## config.mk

```make
export PLATFORM = sky130hd
export DESIGN_NAME = alu_uart_interface
export DESIGN_NICKNAME = d
export VERILOG_FILES = /design/src/rtl/alu_uart_interface.sv
export SDC_FILE = /design/constraint.sdc
export NUM_CORES = 1
export LEC_CHECK = 0
export ABC_AREA = 1
export ABC_CLOCK_PERIOD_IN_PS = 1300
export BUFFER_PORTS_ARGS = -buffer_cell sky130_fd_sc_hd__buf_4
export CAP_MARGIN = 10
export CORE_MARGIN = 8
export CORE_UTILIZATION = 30
export DETAILED_ROUTE_END_ITERATION = 8
export SLEW_MARGIN = 25
export SYNTH_ARGS = -nofsm -noshare
export SYNTH_HDL_FRONTEND = slang
export SYNTH_SLANG_ARGS = --single-unit
```

## constraint.sdc

```tcl
create_clock -name clk -period 1.3 [get_ports clk]
set_input_delay 0.065 -clock clk [delete_from_list [all_inputs] [get_ports clk]]
set_output_delay 0.065 -clock clk [all_outputs]
set_load 0.02 [all_outputs]
```

## src/rtl/alu_uart_interface.sv

```systemverilog
// -----------------------------------------------------------------------------
// alu_uart_interface
//
// Glue between a byte-oriented UART and a combinational ALU. The UART delivers
// a fixed three-byte frame: operand A, operand B, opcode. Once the opcode has
// been captured, the ALU sees stable registered inputs. One cycle later the
// ALU result is latched into tx_data. After that, a single-cycle tx_start
// pulse is issued as soon as the transmitter is not busy.
//
// Parameters
//   NBITS   data width of operands, result and UART bytes
//   COD_OP  opcode width driven to the ALU (must not exceed NBITS)
//
// Ports
//   clk            system clock, all state changes on the rising edge
//   rst_n          asynchronous active-low reset
//   rx_data        received byte, meaningful only while rx_done is high
//   rx_done        one-cycle strobe from the UART receiver
//   alu_result     combinational result from the downstream ALU
//   tx_busy        UART transmitter busy, holds off tx_start
//   operando_A     registered operand A to the ALU
//   operando_B     registered operand B to the ALU
//   cod_operacion  registered opcode to the ALU (low COD_OP bits of the byte)
//   tx_data        registered result byte for the UART transmitter
//   tx_start       registered one-cycle transmit request
// -----------------------------------------------------------------------------
module alu_uart_interface #(
    parameter int NBITS  = 8,
    parameter int COD_OP = 6
) (
    input  logic              clk,
    input  logic              rst_n,
    input  logic [NBITS-1:0]  rx_data,
    input  logic              rx_done,
    input  logic [NBITS-1:0]  alu_result,
    input  logic              tx_busy,
    output logic [NBITS-1:0]  operando_A,
    output logic [NBITS-1:0]  operando_B,
    output logic [COD_OP-1:0] cod_operacion,
    output logic [NBITS-1:0]  tx_data,
    output logic              tx_start
);

    typedef enum logic [2:0] {
        WAIT_A  = 3'd0,
        WAIT_B  = 3'd1,
        WAIT_OP = 3'd2,
        EXEC    = 3'd3,
        SEND    = 3'd4
    } state_t;

    state_t             state_reg, state_next;
    logic [NBITS-1:0]   opa_reg,   opa_next;
    logic [NBITS-1:0]   opb_reg,   opb_next;
    logic [COD_OP-1:0]  cod_reg,   cod_next;
    logic [NBITS-1:0]   txd_reg,   txd_next;
    logic               txs_reg,   txs_next;

    // State and datapath registers. Reset acts immediately, independent of
    // clk, so a frame in progress is abandoned and the next byte is taken as A.
    always_ff @(posedge clk or negedge rst_n) begin
        if (!rst_n) begin
            state_reg <= WAIT_A;
            opa_reg   <= '0;
            opb_reg   <= '0;
            cod_reg   <= '0;
            txd_reg   <= '0;
            txs_reg   <= 1'b0;
        end else begin
            state_reg <= state_next;
            opa_reg   <= opa_next;
            opb_reg   <= opb_next;
            cod_reg   <= cod_next;
            txd_reg   <= txd_next;
            txs_reg   <= txs_next;
        end
    end

    // Next-state and datapath update. Everything holds by default. tx_start
    // defaults low, so it can only be high for the single cycle after the
    // edge that leaves SEND.
    always_comb begin
        state_next = state_reg;
        opa_next   = opa_reg;
        opb_next   = opb_reg;
        cod_next   = cod_reg;
        txd_next   = txd_reg;
        txs_next   = 1'b0;

        case (state_reg)
            WAIT_A: begin
                if (rx_done) begin
                    opa_next   = rx_data;
                    state_next = WAIT_B;
                end
            end
            WAIT_B: begin
                if (rx_done) begin
                    opb_next   = rx_data;
                    state_next = WAIT_OP;
                end
            end
            WAIT_OP: begin
                if (rx_done) begin
                    // Only the low bits form the opcode; the rest of the
                    // byte is dropped.
                    cod_next   = rx_data[COD_OP-1:0];
                    state_next = EXEC;
                end
            end
            EXEC: begin
                // Operands and opcode became stable at the previous edge, so
                // the ALU output has had a full cycle to settle.
                txd_next   = alu_result;
                state_next = SEND;
            end
            SEND: begin
                // Bytes arriving in EXEC/SEND are dropped, so rx_done is
                // not looked at here.
                if (!tx_busy) begin
                    txs_next   = 1'b1;
                    state_next = WAIT_A;
                end
            end
            default: begin
                state_next = WAIT_A;
            end
        endcase
    end

    assign operando_A    = opa_reg;
    assign operando_B    = opb_reg;
    assign cod_operacion = cod_reg;
    assign tx_data       = txd_reg;
    assign tx_start      = txs_reg;

endmodule

```

==> out/summary.txt, run 1 <==
status -> finished clean
Final min period -> 1178 ps
initial antenna violation count -> 0
# Post-CTS Setup Buffers -> 0
Die X -> 84.62 um
placed insts -> 236
Synth top area share -> 60.23%
CP required -> 1460 ps
CTS Buf Count -> 5
layout cell share with drive strength beyond 1 -> 44.27%
Synth-to-Final Area Change -> 38.80%
Crit path largest cell delay -> 470 ps
Routed Antenna Nets -> 0
worst skew pair latency -> 290 ps
H-tree depth -> 2
Setup crit end kind -> flip-flop
1st-iter DRT viols -> 62
CP max stage cell -> dfrtp_1
core area -> 0.004629 sq mm
setup repair after global routing missed its margin -> false
port buffer count -> 50
Slew headroom -> 71.82%
Via density -> 4.232
crit-path max FO -> 16
most frequent cells in the layout -> buf_4 (51), dfrtp_1 (34), nand2_1 (33)
Seq/Total Area, Yosys -> 60.23%
synthesized flop and latch total -> 34
Worst-Margin Slew -> 422.8 ps
largest net degree at the start of global routing -> 35
DP Wirelength -> 2437 um
syn_nets -> 156
critical-path cell list -> nor2_4 -> nand2_2 -> nand2_1 -> o21ai_1
post-route cell area -> 0.001961 sq mm
GRT Residual Overflow -> 0
CTS tree -> done
Fin. Hold Viols -> 0
setup TNS -> 0 ps
FMAX -> 0.8488 GHz
# setup viols final -> 0
all-layer global routing usage -> 9.418%
synthesized netlist cell count -> 136
Leakage -> 1.034 nW
syn avg cell area -> 10.39 sq um
diode count -> 0
Critical Path AT -> 1340 ps
final WL -> 3242 um
first-pass GRT wire length -> 5181 um
hold slack -> 23.22 ps
Ys Warns -> 0
Final Cycle Share -> 90.63%
CTS clock-pin slew for the worst setup and hold paths -> 70 ps
dpl cell area -> 0.001823 sq mm
Finished Layout Cells -> 246
Slew Limit Fails -> 0
worst setup path category -> flip-flop to flip-flop
Cell Area, Synth -> 0.001413 sq mm
root buffer cell -> clkbuf_8
Max rail drop VDD -> 0.8161 mV
max-cap viol count -> 0
wire per inst -> 13.18 um
power density over the cells -> 2632 mW/mm^2
Cell Rows -> 25
Startpoint Class -> flip-flop
maximum clock path buffer count -> 2
I/O pin total -> 51
Synth area leaders -> dfrtp_1 (60%), o21ai_2 (9.9%), nand2_1 (8.8%), o21ai_1 (5.0%), inv_1 (4.8%)
final net count -> 211
number of global-route vias before repair -> 1012
DR pass1 iterations -> 4
Unique masters post-synth -> 17
CTS Sinks -> 34
routed via count -> 1041
starting density of the core -> 30.51%
drt drc -> 0
final setup skew -> 5.607 ps
Synth area leader -> dfrtp_1
Die H -> 84.62 um
die area -> 0.007161 sq mm
most common cell after layout, fill and taps aside -> buf_4
routability cong. -> 0.6886
hold crit path type -> primary input to flip-flop
[worst paths after layout]
check,from,end,slack [ps],cells after the start
max in group asynchronous,rst_n,tx_data[5],740,2
min in group asynchronous,rst_n,operando_A[2],260,2
hold reg to reg,operando_B[4],operando_B[4],480,2
setup / recovery,state_reg[0],operando_A[4],120,4
hold / removal,alu_result[1],tx_data[1],20,3
setup reg to reg,state_reg[0],operando_A[4],120,4
[critical path: cells and delay by family (launching register included)]
family	cells	cell delay [ps]
AO/OA/AOI/OAI	1	60
flip-flops	1	470
AND/OR/NAND/NOR	3	520
[report_power, final]
| group | switching, mW | total [mW] | leakage [nW] | internal, mW |
|---|---|---|---|---|
| combinational | 1.35 | 2.34 | 0.551 | 0.991 |
| sequential | 0.355 | 1.90 | 0.426 | 1.55 |
| clock | 0.380 | 0.915 | 0.0575 | 0.535 |
[cell usage after synthesis]
cell	n
nand2_4	1
o21ai_2	16
nor2_1	1
nor2_4	3
nand2_1	33
nand2_2	3
nand3_2	2
buf_4	1
inv_2	1
dfrtp_1	34
nand3b_1	1
buf_2	2
inv_1	18
nand3_1	3
o21ai_1	14
buf_6	2
nor4_1	1
[cell families (layout without fill, tap and decap cells)]
| group | Yosys count | in the layout | synth area share (%) |
|---|---|---|---|
| simple gates | 48 | 48 | 17.01 |
| buf+inv | 24 | 80 | 7.883 |
| flops | 34 | 34 | 60.23 |
| compound gates | 30 | 30 | 14.88 |
[layout make-up]
class / count / area (sq um)
sequential: 34 / 850.8
timing repair buffer: 53 / 402.9
multi-input combinational: 78 / 457.9
tap: 54 / 67.56
inverter: 19 / 71.32
fill: 471 / 2669
clock buffer: 8 / 110.1
[routing by layer]
metal / vias up / part of all wire, % / global-route usage [%]
met3: 6 / 4.4 / 3.512
li1: 541 / - / -
met4: 0 / 2.4 / 6.149
met5: - / 0 / 0
met1: 477 / 43 / 10.22
met2: 17 / 50 / 15.10
[through the flow]
step           worst slack [ps]  total power, mW  utilization (%)
3_5_place_dp              132.7            4.294            39.38
6_report                  121.8            5.160            42.35
5_1_grt                   4.808            5.510            42.35
4_1_cts                   114.9            5.230            42.19
3_3_place_gp              126.8            4.262            39.38
2_1_floorplan             170.6            3.348                -
[repair_timing]
| action | 4_1_cts | 5_1_grt |
|---|---|---|
| gates resized for setup | 0 | 1 |
| setup endpoints to repair | 0 | 1 |
| hold buffers | 2 | 0 |
| endpoints found under the hold margin | 35 | 0 |
(Power assumes the default switching activity.)
==> run 2, diff against run 1 <==
- CORE_ASPECT_RATIO: default -> 0.75
- SLEW_MARGIN: 25 -> 20
==> run 2 against run 1 <==
Compared with the run above:
- die area is 0.32% higher
- sequential cell count stayed put
- clock skew is 0.64 ps lower
- register-to-register slack better by 20 ps
- non-clock buffer count stayed put
- critical path type unchanged
- core utilization grew 1.4 points
- largest power group unchanged
- via count grew 0.86%
==> out/summary.txt, run 2 (synthesized netlist as in run 1, its figures left out) <==
layout cell share with drive strength beyond 1 -> 44.27% (unchanged)
hold crit path type -> primary input to flip-flop (unchanged)
Switch Pwr -> 2.078 mW (was 2.089 mW)
Worst Hold Endpoint -> tx_data[4] (was tx_data[1])
final WL -> 3175 um (was 3242 um)
all-layer global routing usage -> 9.803% (was 9.418%)
CTS clock-pin slew for the worst setup and hold paths -> 70 ps (about the same)
Cell Rows -> 21 (was 25)
final net count -> 211 (unchanged)
worst skew pair latency -> 280 ps (was 290 ps)
Worst R2R Path Depth -> 4 (unchanged)
first-pass GRT wire length -> 5395 um (was 5181 um)
DP Wirelength -> 2365 um (was 2437 um)
wire per inst -> 12.75 um (was 13.18 um)
register area -> 852.1 sq um (was 850.8 sq um)
Bufs and invs on worst path -> 0 (unchanged)
die area -> 0.007183 sq mm (was 0.007161 sq mm)
Die H -> 75.43 um (was 84.62 um)
Synth-to-Final Area Change -> 39.06% (was 38.80%)
Crit path largest cell delay -> 470 ps (about the same)
Fin. Hold Viols -> 0 (unchanged)
1st-iter DRT viols -> 59 (was 62)
diode count -> 0 (unchanged)
power density over the cells -> 2583 mW/mm^2 (was 2632 mW/mm^2)
most common cell after layout, fill and taps aside -> buf_4 (unchanged)
Setup crit end kind -> flip-flop (unchanged)
root buffer cell -> clkbuf_8 (unchanged)
Final Cycle Share -> 89.03% (was 90.63%)
Pint -> 2.996 mW (was 3.072 mW)
clock share of power -> 15.4% (was 17.7%)
# setup viols final -> 0 (unchanged)
Die X -> 95.24 um (was 84.62 um)
maximum clock path buffer count -> 2 (unchanged)
FMAX -> 0.8640 GHz (was 0.8488 GHz)
area taken by multi-input logic gates -> 462.9 sq um (was 457.9 sq um)
FF-to-FF setup slack -> 140 ps (was 120 ps)
Critical Path AT -> 1320 ps (was 1340 ps)
drt drc -> 0 (unchanged)
crit-path max FO -> 12 (was 16)
setup repair after global routing missed its margin -> false (unchanged)
starting density of the core -> 31.44% (was 30.51%)
final setup skew -> 4.963 ps (was 5.607 ps)
Worst Hold Depth -> 3 (unchanged)
CP required -> 1470 ps (was 1460 ps)
hold_sp -> alu_result[4] (was alu_result[1])
number of global-route vias before repair -> 1086 (was 1012)
sequential share of power -> 37.6% (was 36.8%)
routability cong. -> 0.7569 (was 0.6886)
status -> finished clean (unchanged)
H-tree depth -> 2 (unchanged)
setup TNS -> 0 ps (unchanged)
Final min period -> 1157 ps (was 1178 ps)
pre-CTS setup slack -> 87.09 ps (was 132.7 ps)
Net Sw Frac -> 40.96% (was 40.47%)
core area -> 0.004493 sq mm (was 0.004629 sq mm)
initial antenna violation count -> 0 (unchanged)
Max rail drop VDD -> 0.9205 mV (was 0.8161 mV)
fillers -> 440 (was 471)
Critical R2R Launch -> state_reg[0] (unchanged)
family with the most delay on the worst path -> simple AND/OR/NAND/NOR gates (unchanged)
worst setup path category -> flip-flop to flip-flop (unchanged)
CTS tree -> done (unchanged)
FF-to-FF End -> cod_operacion[0] (was operando_A[4])
Routed Antenna Nets -> 0 (unchanged)
max-cap viol count -> 0 (unchanged)
critical-path cell list -> nor2_4 -> nand3_4 -> nand2_1 -> o21ai_1 (was nor2_4 -> nand2_2 -> nand2_1 -> o21ai_1)
Slew Limit Fails -> 0 (unchanged)
hold slack -> 33.91 ps (was 23.22 ps)
Slew headroom -> 71.42% (was 71.82%)
Via density -> 4.217 (was 4.232)
DR pass1 iterations -> 4 (unchanged)
I/O pin total -> 51 (unchanged)
Worst-Margin Slew -> 428.7 ps (was 422.8 ps)
GRT Residual Overflow -> 0 (unchanged)
CTS Sinks -> 34 (unchanged)
fin worst setup slack -> 142.6 ps (was 121.8 ps)
Comb power frac -> 47.0% (was 45.4%)
Crit. Startpoint -> state_reg[0] (unchanged)
Startpoint Class -> flip-flop (unchanged)
most frequent cells in the layout -> buf_4 (50), nand2_1 (33), dfrtp_1 (33) (was buf_4 (51), dfrtp_1 (34), nand2_1 (33))
CTS Buf Count -> 5 (unchanged)
CP max stage cell -> dfrtp_1 (unchanged)
routed via count -> 1050 (was 1041)
largest net degree at the start of global routing -> 35 (unchanged)
Leakage -> 1.035 nW (was 1.034 nW)
port buffer count -> 50 (unchanged)
## run 2: cell types whose count changed in the layout (fill, tap and decap cells not counted)
cell	previous run	this run
clkbuf_1	0	1
buf_4	51	50
dfrtp_1	34	33
clkbuf_8	8	6
nand2_4	1	2
nand2_2	3	2
dfrtp_2	0	1
buf_12	0	1
clkinv_2	0	1
## run 2: worst max-delay path by stage
| stage | endpoint | depth (start not counted) |
|---|---|---|
| 2_1_floorplan | operando_A[5] | 6 |
| 3_3_place_gp | cod_operacion[1] | 4 |
| 3_5_place_dp | cod_operacion[0] | 4 |
| 4_1_cts | cod_operacion[0] | 4 |
| 5_1_grt | cod_operacion[1] | 4 |
| 6_report | cod_operacion[0] | 4 |
## run 2: area by class of cell
type / instances / share of cell area, %
Clock inverter: 1 / 0.2548
Sequential cell: 34 / 43.38
Timing Repair Buffer: 53 / 21.15
Tap cell: 57 / 3.631
Inverter: 19 / 3.631
Multi-Input combinational cell: 78 / 23.57
Clock buffer: 7 / 4.395
## run 2: metal layers
layer / track usage (%) / wire length, um / vias up
met3: 4.724 / 278 / 4
met2: 12.99 / 1410 / 25
met5: 0 / 0 / -
met4: 4.655 / 33 / 0
li1: - / - / 536
met1: 12.94 / 1453 / 485
## run 2: power by group through the flow
stage | Clock [mW] | Sequential (mW) | Combinational, mW
floorplan | 0 | 2.39 | 0.961
global placement | 0 | 1.91 | 2.38
detailed placement | 0 | 1.91 | 2.42
CTS | 0.817 | 1.91 | 2.42
global route | 0.862 | 1.99 | 2.63
finish | 0.780 | 1.91 | 2.39
## run 2: metrics by stage
step | util [%] | cell area [sq um] | cells | power (mW)
after floorplan | - | 1413 | 136 | 3.348
after global placement | 40.94 | 1839 | 239 | 4.295
after detailed placement | 40.94 | 1839 | 239 | 4.324
after CTS | 43.41 | 1951 | 249 | 5.139
after global routing | 43.72 | 1964 | 249 | 5.485
final | 43.72 | 1964 | 249 | 5.073
## run 2: repair_timing
action                     in CTS  in global routing
hold endpoints to repair       35                  0
setup endpoints to repair       0                  8
resized for setup               0                  3
hold buffers                    2                  0
buffers inserted                0                  0
## run 2: worst register-to-register path: stages, from the launching register on
cell     delay [ps]
dfrtp_1         470
nor2_4          230
nand3_4         180
nand2_1         100
o21ai_1          60
